[src/rtl/alarm_buzzer_ctrl.sv]
// Alarm buzzer controller: sequences ring / snooze / mute for one alarm event
// and drives a tone that is gated half a second on, half a second off.
module alarm_buzzer_ctrl #(
  parameter int TONE_HALF  = 5000,
  parameter int QTR_CYCLES = 7_812_500,
  parameter int RING_MAX   = 60,
  parameter int SNOOZE_SEC = 300,
  parameter int MAX_SNOOZE = 3
) (
  input  logic clk,
  input  logic reset_n,
  input  logic alarm_trig,
  input  logic snooze_pulse,
  input  logic stop_pulse,
  output logic buzzer_out,
  output logic ringing,
  output logic snoozing,
  output logic muted
);

  localparam int TW      = (TONE_HALF > 1) ? $clog2(TONE_HALF) : 1;
  localparam int QW      = (QTR_CYCLES > 1) ? $clog2(QTR_CYCLES) : 1;
  localparam int SEC_TOP = (RING_MAX > SNOOZE_SEC) ? RING_MAX : SNOOZE_SEC;
  localparam int SW      = (SEC_TOP > 0) ? $clog2(SEC_TOP + 1) : 1;
  localparam int NW      = (MAX_SNOOZE > 0) ? $clog2(MAX_SNOOZE + 1) : 1;

  localparam logic [TW-1:0] TONE_LAST = TW'(TONE_HALF - 1);
  localparam logic [QW-1:0] QTR_LAST  = QW'(QTR_CYCLES - 1);
  localparam logic [SW-1:0] RING_LIM  = SW'(RING_MAX);
  localparam logic [SW-1:0] SNZ_LIM   = SW'(SNOOZE_SEC);
  localparam logic [NW-1:0] SNZ_MAX   = NW'(MAX_SNOOZE);

  // One-hot so the status outputs are plain register bits and cannot glitch.
  typedef enum logic [3:0] {
    IDLE    = 4'b0001,
    RINGING = 4'b0010,
    SNOOZE  = 4'b0100,
    MUTED   = 4'b1000
  } state_t;

  state_t          state, state_nxt;
  logic [TW-1:0]   tone_cnt;
  logic            tone_q;
  logic [QW-1:0]   qtr_cnt;
  logic [1:0]      qtr_idx;
  logic [SW-1:0]   sec_cnt;
  logic [SW-1:0]   sec_inc;
  logic [NW-1:0]   snz_cnt;

  logic            qtr_run;
  logic            qtr_tick;
  logic            sec_tick;
  logic            ring_done;
  logic            snz_done;
  logic            snz_ok;
  logic            enter_ring;
  logic            enter_snz;
  logic            clr_snz;

  assign qtr_run   = state[1] | state[2];
  assign qtr_tick  = qtr_run && (qtr_cnt == QTR_LAST);
  assign sec_tick  = qtr_tick && (qtr_idx == 2'd3);
  assign sec_inc   = sec_cnt + SW'(1);
  assign ring_done = sec_tick && (sec_inc == RING_LIM);
  assign snz_done  = sec_tick && (sec_inc == SNZ_LIM);
  assign snz_ok    = (snz_cnt < SNZ_MAX);

  always_ff @(posedge clk or negedge reset_n) begin
    if (!reset_n) begin
      state <= IDLE;
    end else begin
      state <= state_nxt;
    end
  end

  // Dropping alarm_trig outranks everything; stop outranks snooze.
  always_comb begin
    state_nxt  = state;
    enter_ring = 1'b0;
    enter_snz  = 1'b0;
    clr_snz    = 1'b0;
    case (state)
      IDLE: begin
        if (alarm_trig) begin
          state_nxt  = RINGING;
          enter_ring = 1'b1;
        end
      end
      RINGING: begin
        if (!alarm_trig) begin
          state_nxt = IDLE;
          clr_snz   = 1'b1;
        end else if (stop_pulse) begin
          state_nxt = MUTED;
        end else if (snooze_pulse && snz_ok) begin
          state_nxt = SNOOZE;
          enter_snz = 1'b1;
        end else if (ring_done) begin
          state_nxt = MUTED;
        end
      end
      SNOOZE: begin
        if (!alarm_trig) begin
          state_nxt = IDLE;
          clr_snz   = 1'b1;
        end else if (stop_pulse) begin
          state_nxt = MUTED;
        end else if (snz_done) begin
          state_nxt  = RINGING;
          enter_ring = 1'b1;
        end
      end
      MUTED: begin
        if (!alarm_trig) begin
          state_nxt = IDLE;
          clr_snz   = 1'b1;
        end
      end
      default: begin
        state_nxt = IDLE;
        clr_snz   = 1'b1;
      end
    endcase
  end

  always_ff @(posedge clk or negedge reset_n) begin
    if (!reset_n) begin
      tone_cnt <= '0;
      tone_q   <= 1'b0;
    end else if (enter_ring) begin
      tone_cnt <= '0;
      tone_q   <= 1'b0;
    end else if (state == RINGING) begin
      if (tone_cnt == TONE_LAST) begin
        tone_cnt <= '0;
        tone_q   <= ~tone_q;
      end else begin
        tone_cnt <= tone_cnt + TW'(1);
      end
    end
  end

  // Quarter-second timebase shared by ring timeout and snooze duration.
  always_ff @(posedge clk or negedge reset_n) begin
    if (!reset_n) begin
      qtr_cnt <= '0;
      qtr_idx <= 2'd0;
      sec_cnt <= '0;
    end else if (enter_ring || enter_snz) begin
      qtr_cnt <= '0;
      qtr_idx <= 2'd0;
      sec_cnt <= '0;
    end else if (qtr_run) begin
      if (qtr_tick) begin
        qtr_cnt <= '0;
        qtr_idx <= qtr_idx + 2'd1;
        if (qtr_idx == 2'd3) begin
          sec_cnt <= sec_inc;
        end
      end else begin
        qtr_cnt <= qtr_cnt + QW'(1);
      end
    end
  end

  always_ff @(posedge clk or negedge reset_n) begin
    if (!reset_n) begin
      snz_cnt <= '0;
    end else if (clr_snz) begin
      snz_cnt <= '0;
    end else if (enter_snz) begin
      snz_cnt <= snz_cnt + NW'(1);
    end
  end

  assign ringing    = state[1];
  assign snoozing   = state[2];
  assign muted      = state[3];
  assign buzzer_out = tone_q & ~qtr_idx[1] & state[1];

endmodule

[config.mk]
export PLATFORM = sky130hd
export DESIGN_NAME = alarm_buzzer_ctrl
export DESIGN_NICKNAME = d
export VERILOG_FILES = /design/src/rtl/alarm_buzzer_ctrl.sv
export SDC_FILE = /design/constraint.sdc
export NUM_CORES = 1
export LEC_CHECK = 0
export CORE_UTILIZATION = 54
export DETAILED_ROUTE_END_ITERATION = 16
export PLACE_DENSITY_LB_ADDON = 0.08
export RECOVER_POWER = 25
export SLEW_MARGIN = 20
export SYNTH_ARGS = -nofsm -noshare
export SYNTH_HDL_FRONTEND = slang
export SYNTH_SLANG_ARGS = --single-unit
[constraint.sdc]
create_clock -name clk -period 3.03 [get_ports clk]
set_input_delay 0.606 -clock clk [delete_from_list [all_inputs] [get_ports clk]]
set_output_delay 0.606 -clock clk [all_outputs]
set_load 0.05 [all_outputs]
==> run_results.csv <==
group,metric,value,unit
setup_path,endpoint_kind,"flip-flop",
synth,yosys.area.top_type_share,41.6,%
synth,synth.area.mux_share,2.27,%
synth,synth_cell_types,53,
power_and_ir_drop,seqPwrFrac,42.6,%
synth,ys_async_sr_fraction,100,%
die,die_h,78.9,um
sta,relSlewSlack,-20.1,%
clock_network,worstSkewPairLatency,0.31,ns
power_and_ir_drop,p_sw_share,32.8,%
clock_network,cts-root-buf,"clkbuf_8",
sta,setup_viol_count_final,0,
synth,synth_fa_ha_area_share,2.35,%
clock_network,htree_levels,2,
route,wl_met1,3370,um
placement,hpwl,4930,um
grt,grt_pass1_vias,2593,
clock_network,post-cts-setup-buffers,0,
synth,ys_ff_latch,54,
placement,portBuffers,8,
setup_path,cp_slowest_cell,"o31ai_4",
synth,synth_top_family_by_area,"simple AND/OR/NAND/NOR gates",
grt,grt_pass1_wl,12100,um
setup_path,r2r-end,"tone_cnt[5]",
synth,postSynthNetCount,368,
synth,synth_compound_area_share,8.98,%
setup_path,reg2reg_depth,7,
clock_network,cts_resized,0,
setup_path,slowest_delay,0.57,ns
route,finalWirelength,7050,um
power_and_ir_drop,power_density,571,mW/mm2
synth,ys_seq_area_share,42.4,%
placement,gp_congestion,0.810,
power_and_ir_drop,p_int,0.00137,W
die,rows,27,
route,first_iter_violations,104,
sta,max_freq,371,MHz
clock_network,cts_tree,"done",
synth,synthCells,357,
sta,rsz0062_at_grt,"false",
sta,finalHoldViolations,0,
route,drc,0,
power_and_ir_drop,vdd_drop_max,0.000593,V
hold_path,hold_path.class,"reg -> reg",
power_and_ir_drop,p_switching,0.000669,W
synth,synth-main-ff-cell,"dfrtp_1",
sta,fin_crit_sh,88.9,%
sta,slew_violations,36,
setup_path,reg2reg_from,"qtr_cnt[5]",
die,die_w,78.9,um
setup_path,cp.buffers_inverters,2,
synth,yosysMostFrequentCell,"dfrtp_1",
sta,timing.setup.tns,0,ns
clock_network,cts_buffers,5,
synth,synthXorXnorAreaFrac,10.2,%
status,status,"complete, but fails checks",
cells_and_area,area_growth,11.8,%
synth,synthTopCellsByArea,"dfrtp_1, xnor2_1, nor2_1, nor3_1, xor2_1",
power_and_ir_drop,combPwrFrac,28.0,%
cells_and_area,nFillCells,508,
route,wire_per_inst,15.7,um
job,max_cap_violations,1,
sta,min_period,2.69,ns
cells_and_area,multi_input_area,0.00176,mm2
setup_path,cp-start-kind,"flip-flop",
power_and_ir_drop,power.leakage,1.50,nW
status,violations,"max-capacitance violations, max-slew violations",
die,dieArea,0.00622,mm2
synth,ys_top_cells_by_count,"dfrtp_1, nor2_1, nand2_1",
route,ant_nets,0,
hold_path,whs_endpoint,"snz_cnt[1]",
die,fp.coreArea,0.00561,mm2
die,ios,9,
cells_and_area,antenna_cells,0,
setup_path,crit_type,"reg -> reg",
setup_path,crit_family,"simple AND/OR/NAND/NOR gates",
route,top_layer_used,"met4",
sta,worstMarginPinSlew,1.80,ns
hold_path,hold_start,"snz_cnt[1]",
clock_network,cts_num_sinks,54,
die,start_util,56.9,%
grt,gr-usage-all-layers,24.9,%
cells_and_area,drive_above_1_share,9.31,%
synth,synthSimpleGateAreaFrac,31.2,%
cells_and_area,seqCellArea,0.00135,mm2
route,vias,2671,
setup_path,rrSetupSlack,0.34,ns
clock_network,cts.path.max_buffers,2,
clock_network,clk_pin_slew,0.10,ns
sta,finalClockSkew,0.0104,ns
setup_path,cp.depth,7,
cells_and_area,fin_cells,448,
route,dr_wl_met2,3410,um
synth,syn_area_per_cell,8.94,um2
synth,synth-edff-count,0,
cells_and_area,fin_nets,386,
grt,antenna_found_initial,0,
clock_network,ctsHoldBuffers,0,
placement,dp_cells,439,
grt,overflow,0,
route,met3_length,181,um
grt,grt_max_degree,36,
synth,yosys_warnings,0,
synth,yosysTopAreaCell,"dfrtp_1",
power_and_ir_drop,clkPwrFrac,29.4,%
setup_path,required,3.21,ns
route,firstDrtPassIters,4,
route,vias_per_cell,5.96,
hold_path,whs_path_depth,2,
synth,synth_area,0.00319,mm2
setup_path,crit_path_max_fanout,14,
setup_path,path_cells,"or4b_1 -> nor4_1 -> o2111ai_1 -> buf_4 -> o31ai_4 -> buf_8 -> a2111oi_1",
setup_path,arrival,2.88,ns
[state kept, by name (all words and copies together), names as in the netlist]
| register | cells |
|---|---|
| qtr_idx | 2 |
| state | 4 |
| tone_cnt | 13 |
| snz_cnt | 2 |
| sec_cnt | 9 |
| tone_q | 1 |
| qtr_cnt | 23 |
[tightest hold or removal path, stage by stage (launching register included)]
cell     delay (ns)
dfrtp_1        0.36
mux2i_1        0.07
nor2_1         0.08
[worst max path at each step]
stage,from,slack (ns),to
finish,qtr_cnt[5],0.34,tone_cnt[5]
global route,sec_cnt[0],0.13,tone_cnt[5]
detailed placement,alarm_trig,0.07,tone_cnt[2]
CTS,qtr_cnt[5],0.10,qtr_cnt[1]
global placement,alarm_trig,0.12,tone_cnt[1]
floorplan,state[2],0.67,qtr_cnt[1]
[power by group through the flow]
stage / combinational (W) / clock, W / sequential, W
2_1_floorplan: 0.000377 / 0 / 0.000885
3_3_place_gp: 0.000550 / 0 / 0.000877
3_5_place_dp: 0.000554 / 0 / 0.000877
4_1_cts: 0.000558 / 0.000609 / 0.000865
5_1_grt: 0.000638 / 0.000631 / 0.000879
6_report: 0.000571 / 0.000599 / 0.000867
[layer usage]
metal / global-route usage (%) / up-vias
met3: 3.91 / 9
met5: 0 / -
met2: 41.4 / 41
met1: 32.9 / 1322
met4: 8.55 / 0
li1: - / 1299
[through the flow]
step	instance area [um2]	total power, W	setup WS [ns]	util [%]	hold slack [ns]
final	3570	0.00204	0.337	63.6	0.545
after global placement	3410	0.00143	0.124	60.8	0.507
after floorplan	3190	0.00126	0.667	-	0.310
after CTS	3550	0.00203	0.100	63.4	0.379
after global routing	3570	0.00215	0.132	63.6	0.577
after detailed placement	3410	0.00143	0.0732	60.8	0.526
[final cells by class]
cell class | count | area share (%)
Inverter | 5 | 0.526
Timing Repair Buffer | 25 | 5.86
Tap cell | 72 | 2.52
Clock buffer | 6 | 2.31
Sequential cell | 54 | 37.9
Multi-Input combinational cell | 284 | 49.2
Clock inverter | 2 | 1.68
[cell families (layout without fill, tap and decap cells)]
logic type | Yosys count | count (layout)
XOR/XNOR | 37 | 37
AO/OA/AOI/OAI | 43 | 43
flip-flops | 54 | 54
multiplexers | 6 | 6
buffers and inverters | 19 | 38
AND/OR/NAND/NOR | 192 | 192
adder cells (fa/ha/maj) | 6 | 6
[cells in the final DEF, fill, tap and decap left out, types with 3 or more instances in the layout]
master,synthesis,layout
nor4_1,5,5
or3_1,5,5
buf_4,2,16
xnor2_1,23,23
nor2b_1,6,6
or2_2,4,4
and3_1,7,7
mux2i_1,5,5
nand2_1,29,29
inv_1,5,5
and4_1,3,3
nand4_1,7,7
nand2b_1,7,7
xor2_1,14,14
clkdlybuf4s50_1,0,7
ha_1,6,6
or4_1,4,4
nor2_1,52,52
nand3_1,19,19
o21ai_0,11,11
a21oi_1,14,14
dfrtp_1,53,53
nand3b_1,4,4
nor3_1,28,28
clkbuf_8,0,6
(Power assumes the default switching activity.)
